[config.mk]
export PLATFORM = sky130hd
export DESIGN_NAME = uart_tx
export DESIGN_NICKNAME = d
export VERILOG_FILES = /design/src/rtl/uart_pkg.sv /design/src/rtl/uart_tx_serializer.sv /design/src/rtl/uart_tx.sv
export SDC_FILE = /design/constraint.sdc
export NUM_CORES = 1
export LEC_CHECK = 0
export CAP_MARGIN = 20
export CORE_ASPECT_RATIO = 1.25
export CORE_MARGIN = 1.5
export CORE_UTILIZATION = 45
export CTS_CLUSTER_DIAMETER = 40
export DETAILED_ROUTE_END_ITERATION = 7
export PLACE_DENSITY_LB_ADDON = 0.05
export REMOVE_ABC_BUFFERS = 1
export SYNTH_ARGS = -nofsm -noshare
export SYNTH_HDL_FRONTEND = slang
export SYNTH_SLANG_ARGS = --single-unit
[constraint.sdc]
create_clock -name clk -period 1.94 [get_ports clk]
set_input_delay 0.291 -clock clk [delete_from_list [all_inputs] [get_ports clk]]
set_output_delay 0.291 -clock clk [all_outputs]
set_load 0.005 [all_outputs]
[src/rtl/uart_pkg.sv]
// Shared UART encodings: TX FSM state codes and line/parity constants (also used by RX checkers).
// Constants only; no latency or backpressure.
package uart_pkg;

  localparam int STATE_W = 3;

  typedef enum logic [STATE_W-1:0] {
    IDLE   = 3'd0,
    START  = 3'd1,
    DATA   = 3'd2,
    PARITY = 3'd3,
    STOP   = 3'd4
  } uart_state_e;

  localparam logic PAR_EVEN  = 1'b0;
  localparam logic PAR_ODD   = 1'b1;
  localparam logic START_BIT = 1'b0;
  localparam logic STOP_BIT  = 1'b1;

endpackage

[src/rtl/uart_tx_serializer.sv]
// Parallel-load shift register plus bit counter; ser_bit is the bit that will be on the line after
// this edge (shift applied), ser_done flags the last data bit. Updates in one cycle, no backpressure.
module uart_tx_serializer #(
  parameter int DATA_WIDTH = 8
) (
  input  logic                  clk,
  input  logic                  rst,
  input  logic                  load,
  input  logic                  shift_en,
  input  logic [DATA_WIDTH-1:0] p_data,
  output logic                  ser_bit,
  output logic                  ser_done
);

  localparam int CNT_W = $clog2(DATA_WIDTH) + 1;
  localparam logic [CNT_W-1:0] LAST_BIT = CNT_W'(DATA_WIDTH - 1);

  logic [DATA_WIDTH-1:0] shift_q;
  logic [DATA_WIDTH-1:0] shift_nxt;
  logic [CNT_W-1:0]      bit_cnt_q;

  assign shift_nxt = shift_q >> 1;

  always_ff @(posedge clk or negedge rst) begin
    if (!rst) begin
      shift_q   <= '0;
      bit_cnt_q <= '0;
    end else if (load) begin
      shift_q   <= p_data;
      bit_cnt_q <= '0;
    end else if (shift_en) begin
      shift_q   <= shift_nxt;
      bit_cnt_q <= bit_cnt_q + 1'b1;
    end
  end

  // Look-ahead so the output flop can be fed from the post-edge register value.
  assign ser_bit  = shift_en ? shift_nxt[0] : shift_q[0];
  assign ser_done = (bit_cnt_q == LAST_BIT);

endmodule

[src/rtl/uart_tx.sv]
// UART transmitter: start, DATA_WIDTH data bits LSB first, optional parity, stop; CLKS_PER_BIT clk per bit.
// tx_out/busy change on the accepting edge; data_valid while busy is dropped, not queued.
module uart_tx
  import uart_pkg::*;
#(
  parameter int DATA_WIDTH   = 8,
  parameter int CLKS_PER_BIT = 1
) (
  input  logic                  clk,
  input  logic                  rst,
  input  logic                  data_valid,
  input  logic [DATA_WIDTH-1:0] p_data,
  input  logic                  par_en,
  input  logic                  par_typ,
  output logic                  tx_out,
  output logic                  busy
);

  localparam int BAUD_W = (CLKS_PER_BIT > 1) ? $clog2(CLKS_PER_BIT) : 1;
  localparam logic [BAUD_W-1:0] BAUD_MAX = BAUD_W'(CLKS_PER_BIT - 1);

  uart_state_e       state_q;
  uart_state_e       state_d;
  logic [BAUD_W-1:0] baud_q;
  logic              baud_wrap;
  logic              par_en_q;
  logic              parity_q;
  logic              load;
  logic              shift_en;
  logic              ser_bit;
  logic              ser_done;
  logic              tx_d;
  logic              busy_d;

  assign baud_wrap = (baud_q == BAUD_MAX);
  assign load      = (state_q == IDLE) && data_valid;

  uart_tx_serializer #(
    .DATA_WIDTH (DATA_WIDTH)
  ) u_ser (
    .clk      (clk),
    .rst      (rst),
    .load     (load),
    .shift_en (shift_en),
    .p_data   (p_data),
    .ser_bit  (ser_bit),
    .ser_done (ser_done)
  );

  always_ff @(posedge clk or negedge rst) begin
    if (!rst) begin
      state_q <= IDLE;
    end else begin
      state_q <= state_d;
    end
  end

  always_comb begin
    state_d  = state_q;
    shift_en = 1'b0;
    unique case (state_q)
      IDLE:   if (data_valid) state_d = START;
      START:  if (baud_wrap)  state_d = DATA;
      DATA: begin
        if (baud_wrap) begin
          if (ser_done) begin
            state_d = par_en_q ? PARITY : STOP;
          end else begin
            shift_en = 1'b1;
          end
        end
      end
      PARITY: if (baud_wrap)  state_d = STOP;
      STOP:   if (baud_wrap)  state_d = IDLE;
      default: state_d = IDLE;
    endcase
  end

  // Line level is decoded from the next state so the output flop never lags the FSM.
  always_comb begin
    tx_d   = STOP_BIT;
    busy_d = (state_d != IDLE);
    unique case (state_d)
      START:   tx_d = START_BIT;
      DATA:    tx_d = ser_bit;
      PARITY:  tx_d = parity_q;
      default: tx_d = STOP_BIT;
    endcase
  end

  // Bit transitions happen only on wrap, so the counter restarts at every state change.
  always_ff @(posedge clk or negedge rst) begin
    if (!rst) begin
      baud_q <= '0;
    end else if ((state_q == IDLE) || baud_wrap) begin
      baud_q <= '0;
    end else begin
      baud_q <= baud_q + 1'b1;
    end
  end

  always_ff @(posedge clk or negedge rst) begin
    if (!rst) begin
      par_en_q <= 1'b0;
      parity_q <= PAR_EVEN;
    end else if (load) begin
      par_en_q <= par_en;
      parity_q <= (^p_data) ^ par_typ;
    end
  end

  always_ff @(posedge clk or negedge rst) begin
    if (!rst) begin
      tx_out <= STOP_BIT;
      busy   <= 1'b0;
    end else begin
      tx_out <= tx_d;
      busy   <= busy_d;
    end
  end

endmodule

==> flow_metrics.env, run 1 <==
export IMPL_synth_xor_area_share_pct=8.92
export IMPL_overflow=0
export IMPL_synth_mux_area_share_pct=8.92
export IMPL_rows=19
export IMPL_wl_per_cell_microns=12.4
export IMPL_initial_core_util_pct=47.5
export IMPL_route_detailed_drc=0
export IMPL_antenna_found_initial=0
export IMPL_yosysWarnings=0
export IMPL_clock_sinks=20
export IMPL_io_pins=15
export IMPL_drtIter0Drc=13
export IMPL_synth_top_family_by_area="simple AND/OR/NAND/NOR gates"
export IMPL_r2r_setup_slack_ns=0.23
export IMPL_yosys_area_top_type_share_pct=45.8
export IMPL_synth_seq_cells=20
export IMPL_clk_latency_ns=0.29
export IMPL_crit_path_end_kind="register"
export IMPL_vias=751
export IMPL_syn_area_sq_mm=0.00104
export IMPL_grt_pass1_wl_mm=3.22
export IMPL_root_buffer="clkbuf_4"
export IMPL_multiInputGateArea_sq_um=515
export IMPL_place_ws_ns=0.104
export IMPL_seq_area_frac_synth_pct=48.3
export IMPL_dp_hpwl_mm=1.38
export IMPL_p_per_area_mw_per_mm2=1360
export IMPL_fmax_mhz=584
export IMPL_core_sq_mm=0.00219
export IMPL_drive_above_1_share_pct=14.0
export IMPL_yosys_top_cells_area="dfrtp_1 46%, mux2i_1 6.7%, xnor2_1 5.1%"
export IMPL_drt_total_wl_mm=1.80
export IMPL_antennaDiodeCount=0
export IMPL_dieArea_sq_mm=0.00261
export IMPL_startpoint_type="register"
export IMPL_ant_nets=0
export IMPL_grt_pass1_vias=759
export IMPL_grt_max_degree=23
export IMPL_postSynthCellCount=96
export IMPL_path_clk_slew_ns=0.11
export IMPL_synth_compound_area_share_pct=13.0
export IMPL_port_buffer_count=14
export IMPL_cts_hold_buffers=0
export IMPL_final_cells=145
export IMPL_routabilityCongestion=0.790
export IMPL_cts_tree="built"
export IMPL_track_usage_pct=16.9
export IMPL_avgSynthCellArea_sq_um=10.8
export IMPL_met2_usage_pct=27.0
export IMPL_nFillCells=213
export IMPL_dp_cells=141
export IMPL_cp_data_arrival_time_ns=1.90
export IMPL_ys_flop_type="dfrtp_1"
export IMPL_cts_resized=0
export IMPL_dr_pass1_iters=3
export IMPL_drv_cap=0
export IMPL_cp_required_ns=2.13
export IMPL_grt_use_met1_pct=20.6
export IMPL_synth_simple_area_share_pct=17.2
export IMPL_worstSetupPathType="reg -> reg"
export IMPL_viasPerCell=5.18
export IMPL_finalCriticalPeriod_ns=1.71
export IMPL_seqCellArea_sq_um=502
export IMPL_yosysTopAreaCell="dfrtp_1"
export IMPL_die_w_microns=46.0
export IMPL_ys_types=35
export IMPL_postCtsSetupBuffers=0
export IMPL_grt_use_met3_pct=4.50
export IMPL_slew_violations=0
export IMPL_ctsLongestPathBuffers=2
export IMPL_area_growth_pct=23.5
export IMPL_h_tree_depth=1
export IMPL_status="finished clean"
export IMPL_skew_ns=0.00454
export IMPL_cts_buffers=3
export IMPL_dieHeight_microns=56.7
export IMPL_synth_common_cells="19 x dfrtp_1, 10 x nand2_1, 9 x o21ai_0"
export IMPL_setup_viol=0
export IMPL_busiest_layer="met2"
export IMPL_ir_drop_v=0.000783
export IMPL_async_flop_share_pct=100
export IMPL_synth_edff_count=0
export IMPL_synthAdderAreaFrac_pct=1.20
export IMPL_yosysMostFrequentCell="dfrtp_1"
export IMPL_fin_crit_sh_pct=88.3
export IMPL_hp_class="in -> async"
export IMPL_leakage_uw=0.000571
export IMPL_worstPathMaxFanout=7
export IMPL_fin_nets=129
export IMPL_grt_setup_unrepaired="no"
export IMPL_finalHoldViolations=0
export IMPL_worst_slack_ns=0.226
==> cell families after synthesis <==
kind of cell	Yosys count
xor gates and xnor gates	9
adders and majority gates	1
and+or+nand+nor	29
buffers and inverters	5
muxes	9
other	1
DFF	20
AOI/OAI and AO/OA	22
==> layout make-up <==
type,count,share of cell area [%]
flip-flops and latches,20,39.1
multi-input cells,71,40.2
clock inverters,1,2.34
inverters,1,0.293
clock buffers,3,1.76
well taps,31,3.02
repair buffers,18,13.3
==> per-layer routing <==
layer / vias to the layer above / share of wire [%]
met1: 363 / 45
met5: - / 0
li1: 374 / -
met3: 2 / 3.2
met4: 0 / 0.83
met2: 12 / 51
==> report_power, final <==
| part | internal [uW] | leakage (uW) | switching [uW] |
|---|---|---|---|
| clock | 209 | 0.0000279 | 125 |
| combinational | 364 | 0.000296 | 297 |
| sequential | 604 | 0.000247 | 148 |
==> final timing paths <==
path                                 endpoint  depth (start not counted)                from
min reg2reg                          parity_q                          1            parity_q
min                        u_ser.bit_cnt_q[3]                          1                 rst
max reg2reg                              busy                          5  u_ser.bit_cnt_q[0]
max                                      busy                          5  u_ser.bit_cnt_q[0]
min in group clk                     parity_q                          1            parity_q
max in group asynchronous    u_ser.shift_q[7]                          2                 rst
==> cells in the final DEF (no fill, tap or decap) <==
cell type        netlist  layout
or3_1                  1       1
o22ai_1                1       1
clkbuf_4               0       3
nand3_1                2       2
buf_4                  0       4
a31o_2                 1       1
nor4b_2                1       1
nand3b_1               1       1
o21bai_1               1       1
nor4b_4                1       1
mux2_2                 2       2
and3_1                 2       2
a2111oi_1              1       1
nor2_1                 3       3
clkdlybuf4s50_1        0      14
dfstp_2                1       1
xor2_1                 2       2
dfrtp_1               19      19
a21boi_1               1       1
nand2_1               10      10
mux2i_1                7       7
a41o_1                 1       1
o21ai_0                9       9
nor3b_1                2       2
inv_1                  1       1
ha_1                   1       1
a21oi_1                6       6
xnor3_1                1       1
conb_1                 1       1
nor4bb_1               1       1
nor2b_1                3       3
bufinv_16              0       1
xnor2_1                6       6
nand2_2                1       1
a21bo_2                1       1
nor3_1                 1       1
==> sequential cells by signal (all words and copies together) (netlist names) <==
| register | count |
|---|---|
| u_ser.shift_q | 8 |
| u_ser.bit_cnt_q | 4 |
| state_q | 3 |
| baud_q | 1 |
| busy | 1 |
| par_en_q | 1 |
| parity_q | 1 |
| tx_out | 1 |
==> per-stage QoR <==
step                      power [uW]  area, sq um  hold WS [ns]  util [%]  setup TNS, ns
after floorplan                 1210         1020      -0.00459         -         -0.107
after global placement          1410         1230         0.512      56.2              0
after detailed placement        1430         1230         0.509      56.2              0
after CTS                       1770         1280         0.318      58.6              0
after global routing            1890         1280         0.316      58.6              0
final                           1750         1280         0.312      58.6              0
==> worst max-delay path, cell delays in order (launching register included) <==
cell and delay, ns:
dfrtp_1 0.40, ha_1 0.20, nand3b_1 0.22, o21ai_0 0.28
a21oi_1 0.12, or3_1 0.38
No activity file was read; power rests on OpenSTA's default activity.
==> run 2, diff against run 1 <==
--- a/config.mk
+++ b/config.mk
@@ -11,6 +11,7 @@
 export CORE_UTILIZATION = 45
 export CTS_CLUSTER_DIAMETER = 40
 export DETAILED_ROUTE_END_ITERATION = 7
+export HOLD_SLACK_MARGIN = 0.08
 export PLACE_DENSITY_LB_ADDON = 0.05
 export REMOVE_ABC_BUFFERS = 1
 export SYNTH_ARGS = -nofsm -noshare
==> results of run 2 <==
The final DEF is identical to that of run 1; final timing and power are the same.
==> variant 1: new RTL, settings of run 2 <==
`DATA_WIDTH` is set to 8 in 2 places; all go to 32.
--- a/src/rtl/uart_tx_serializer.sv
+++ b/src/rtl/uart_tx_serializer.sv
@@ -1,7 +1,7 @@
 // Parallel-load shift register plus bit counter; ser_bit is the bit that will be on the line after
 // this edge (shift applied), ser_done flags the last data bit. Updates in one cycle, no backpressure.
 module uart_tx_serializer #(
-  parameter int DATA_WIDTH = 8
+  parameter int DATA_WIDTH = 32
 ) (
   input  logic                  clk,
   input  logic                  rst,
--- a/src/rtl/uart_tx.sv
+++ b/src/rtl/uart_tx.sv
@@ -3,7 +3,7 @@
 module uart_tx
   import uart_pkg::*;
 #(
-  parameter int DATA_WIDTH   = 8,
+  parameter int DATA_WIDTH   = 32,
   parameter int CLKS_PER_BIT = 1
 ) (
   input  logic                  clk,
Interface: changed (resized p_data); port bits go from 15 to 39. The function was not compared with the original's and may differ.
==> variant 1 against run 2 <==
Power is 120% higher; setup slack lost 0.17 ns; synthesized area is 130% higher; wire length grew to 2.5 times the old value; worst hold slack got worse by 0.23 ns; cell area grew 140%; core utilization grew 2.0 points; sequential power is 100% higher; sequential cell count grew 26; largest cell class unchanged; critical endpoint is now parity_q.
==> variant 1: results (changes against run 2) <==
DRT iter0 DRCs: 52 (+39)
Clock slew at the register clock pins of the worst setup and hold paths: 0.09 ns (-0.02 ns)
Design Area, Final: 0.003102 mm2 (+140%)
Met2 usage: 0.2937 (+0.02387)
Routed len/inst: 12.89 um (+3.9%)
# setup viols final: 0 (unchanged)
Largest net degree at the start of global routing: 47 (+100%)
Worst-path maximum fanout: 2 (-5)
Via-to-Cell Ratio: 4.997 (-3.5%)
H-tree Lvls: 2 (+1)
Clock Tree Root: clkbuf_8
Slew Limit Fails: 0 (unchanged)
Clk Latency, worst-skew pair: 0.30 ns
Met3 Usage GRT: 0.04244 (-0.002576)
Sw Share: 0.3444 (+0.01822)
Arrival @ worst endpoint: 2.08 ns (+0.18 ns)
First-pass GRT wire length: 7748 um (+140%)
Post-DP HPWL: 3323 um (+140%)
Static Leak: 1.294 nW (+130%)
Vias in the first global route: 1777 (+130%)
Placed cells: 342 (+140%)
Num CTS Buffers: 5 (+2)
Dpl cell area: 0.002973 mm2 (+140%)
Maximum vdd drop: 0.0005985 V (-24%)
Metal-1 WL: 2000 um (+150%)
Share of cells above drive strength 1: 0.1250 (-0.01535)
Dpl ws: -0.2777 ns (-0.3817 ns)
Netlist cell types: 36 (+2.9%)
Post-synth top cells: dfrtp_1, nand2_1, mux2i_1, xnor2_1, o21ai_0
Final cell count without fillers: 350 (+140%)
Largest regs: u_ser.shift_q: 32 flops, u_ser.bit_cnt_q: 6 flops, state_q: 3 flops
Fillers: 441 (+110%)
Met1 Usage GRT: 0.2226 (+0.01636)
Worst Clk Skew: 0.009142 ns (+0.004600 ns)
Synth area leaders: dfrtp_1, mux2i_1, xnor2_1
GRT Overall Usage: 0.1760 (+0.006976)
Sequential element share of the synthesized area: 0.4770 (-0.006178)
Met3 routed WL: 148 um (+160%)
Global placement routability congestion: 0.7467 (-5.5%)
Status: complete, no violations
DR WL met2: 2307 um (+150%)
Nets@finish: 325 (+150%)
TritonRoute pass-1 iters: 4 (+1)
# port buffers: 38 (+24)
Cell count after synthesis: 236 (+150%)
==> variant 1: power groups by stage <==
stage	Clock [mW]	Sequential [mW]	Combinational (mW)
4_1_cts	0.720	1.53	1.71
3_3_place_gp	0	1.54	1.67
2_1_floorplan	0	1.49	1.10
3_5_place_dp	0	1.55	1.70
6_report	0.697	1.53	1.68
5_1_grt	0.769	1.58	1.89
==> variant 1: final cells by class <==
| type | count | area share |
|---|---|---|
| Tap cell | 62 | 0.02501 |
| Clock inverter | 1 | 0.009681 |
| Multi-Input combinational cell | 175 | 0.3917 |
| Inverter | 2 | 0.002420 |
| Sequential cell | 46 | 0.3715 |
| Clock buffer | 7 | 0.02461 |
| Timing Repair Buffer | 57 | 0.1751 |
==> variant 1: critical path: stages <==
cell and delay, ns:
clkdlybuf4s50_1 0.44, xnor2_1 0.25, xnor2_2 0.16, xnor2_1 0.14, xnor3_1 0.42, xnor2_1 0.13, mux2_2 0.25
==> variant 1: worst paths after layout <==
kind	endpoint	cells after the start	startpoint	slack [ns]
worst max-delay path	parity_q	7	p_data[0]	0.05
worst min-delay path	u_ser.shift_q[24]	2	rst	0.08
worst max register to register	u_ser.bit_cnt_q[4]	7	baud_q	0.15
worst min register to register	u_ser.shift_q[9]	2	u_ser.shift_q[9]	0.48
max in group asynchronous	u_ser.shift_q[6]	2	rst	1.45
min in group clk	u_ser.shift_q[9]	2	u_ser.shift_q[9]	0.48
==> variant 1: kinds of logic after synthesis <==
group / synth area share
other: 0.001552
buffers and inverters: 0.03418
muxes: 0.1378
DFF: 0.4770
xor gates and xnor gates: 0.1326
adders and majority gates: 0.005178
and+or+nand+nor: 0.1201
AOI/OAI and AO/OA: 0.09167
==> variant 2: new RTL, config.mk and constraints of run 2 <==
Without the edit above. The output `busy` loses its register stage (`busy` becomes a continuous assignment).
--- a/src/rtl/uart_tx.sv
+++ b/src/rtl/uart_tx.sv
@@ -112,12 +112,12 @@
   always_ff @(posedge clk or negedge rst) begin
     if (!rst) begin
       tx_out <= STOP_BIT;
-      busy   <= 1'b0;
     end else begin
       tx_out <= tx_d;
-      busy   <= busy_d;
     end
   end
 
+  assign busy = busy_d;
+
 endmodule
 
Formal check against the unedited RTL: not equivalent (a bounded check fails within 4 cycles, from zero or initial values and one cycle with rst low).
==> variant 2 against run 2 <==
Clock skew shrank 0.0024 ns; the flow now finishes with violations (negative setup slack); largest cell class unchanged; power grew 3.7%; count of clock-buffer cells in the layout grew 1; sequential share of layout area shrank 4.6 points; cell area grew 7.6%; final cell count grew 14%; global-route usage grew 2.0 points; sequential cell count shrank 1; largest power group is now combinational logic; setup slack lost 0.41 ns; synthesized area grew 2.4%; wire length grew 18%.
==> variant 2: results (changes against run 2) <==
Cell count after synthesis: 103 (+7.3%)
Nets@finish: 149 (+16%)
Routed len/inst: 12.84 um (+3.5%)
Post-synth top cells: dfrtp_1, nand2_1, a21oi_1, o21ai_0, xnor2_1
First-pass GRT wire length: 3601 um (+12%)
Placed cells: 159 (+13%)
Synth area leaders: dfrtp_1, nand2_1, xnor2_1
Routed WL: 2119 um (+18%)
Global placement routability congestion: 0.7745 (-2.0%)
# setup viols final: 1 (+1)
Metal-1 WL: 1002 um (+24%)
Dpl cell area: 0.001341 mm2 (+9.1%)
Netlist cell types: 40 (+14%)
Failing checks: negative setup slack
Static Leak: 0.6218 nW (+8.8%)
Worst-path maximum fanout: 4 (-3)
Post-synthesis adder-cell area fraction: 0.01176 (-0.0002835)
Final setup margin: -0.1849 ns (-0.4113 ns)
Largest net degree at the start of global routing: 20 (-13%)
Vias in the first global route: 849 (+12%)
Post-DP HPWL: 1656 um (+20%)
Met2 usage: 0.3056 (+0.03571)
Setup_tns: -0.1849 ns (-0.1849 ns)
Via-to-Cell Ratio: 5.158 (-0.42%)
Status: finished, violations left
Reg-to-reg startpoint: state_q[1]
Met1 Usage GRT: 0.2454 (+0.03911)
Synth Area in Compound Gates: 0.1612 (+0.03106)
==> variant 2: changes by cell type in the layout (fill, tap and decap cells not counted), sizes merged, moves of 2 or more <==
cell / run 2 / this run
buf: 4 / 20
mux2i: 7 / 0
nand2: 11 / 18
a22oi: 0 / 5
o21ai: 9 / 6
and3: 2 / 0
nor2: 3 / 5
nor2b: 3 / 1
or4b: 0 / 2
==> variant 2: cells by family (layout without fill, tap and decap cells) <==
logic type,Yosys count,count (layout)
AO/OA/AOI/OAI,25,25
AND/OR/NAND/NOR,40,40
flip-flops,19,19
adder cells (fa/ha/maj),1,1
XOR/XNOR,9,9
buffers and inverters,7,38
other,1,1
multiplexers,1,1
==> variant 2: path summary, 6_finish.rpt <==
| kind | endpoint | slack, ns | cells after the start |
|---|---|---|---|
| min in group clk | u_ser.shift_q[4] | 0.49 | 2 |
| worst min-delay path | u_ser.bit_cnt_q[3] | 0.33 | 2 |
| worst max register to register | u_ser.shift_q[1] | 0.16 | 4 |
| max in group asynchronous | tx_out | 1.35 | 2 |
| worst max-delay path | busy | -0.18 | 6 |
| worst min register to register | u_ser.shift_q[4] | 0.49 | 2 |
==> variant 2: cell type report <==
type	count	area, um2	share of cell area
inverters	1	3.754	0.002720
multi-input cells	77	556.8	0.4034
clock buffers	4	26.28	0.01904
well taps	31	38.79	0.02811
repair buffers	33	277.8	0.2013
flip-flops and latches	19	476.7	0.3454
==> variant 2: timing repair <==
| action | CTS | global route |
|---|---|---|
| endpoints found under the setup margin | 1 | 1 |
| buffers inserted | 1 | 1 |
| resized for setup | 6 | 0 |
| pin swaps | 3 | 1 |
==> variant 2: where the power goes <==
group	switching [mW]	internal [mW]	leakage, nW
Sequential	0.118	0.570	0.237
Clock	0.115	0.0798	0.0150
Combinational	0.421	0.508	0.370
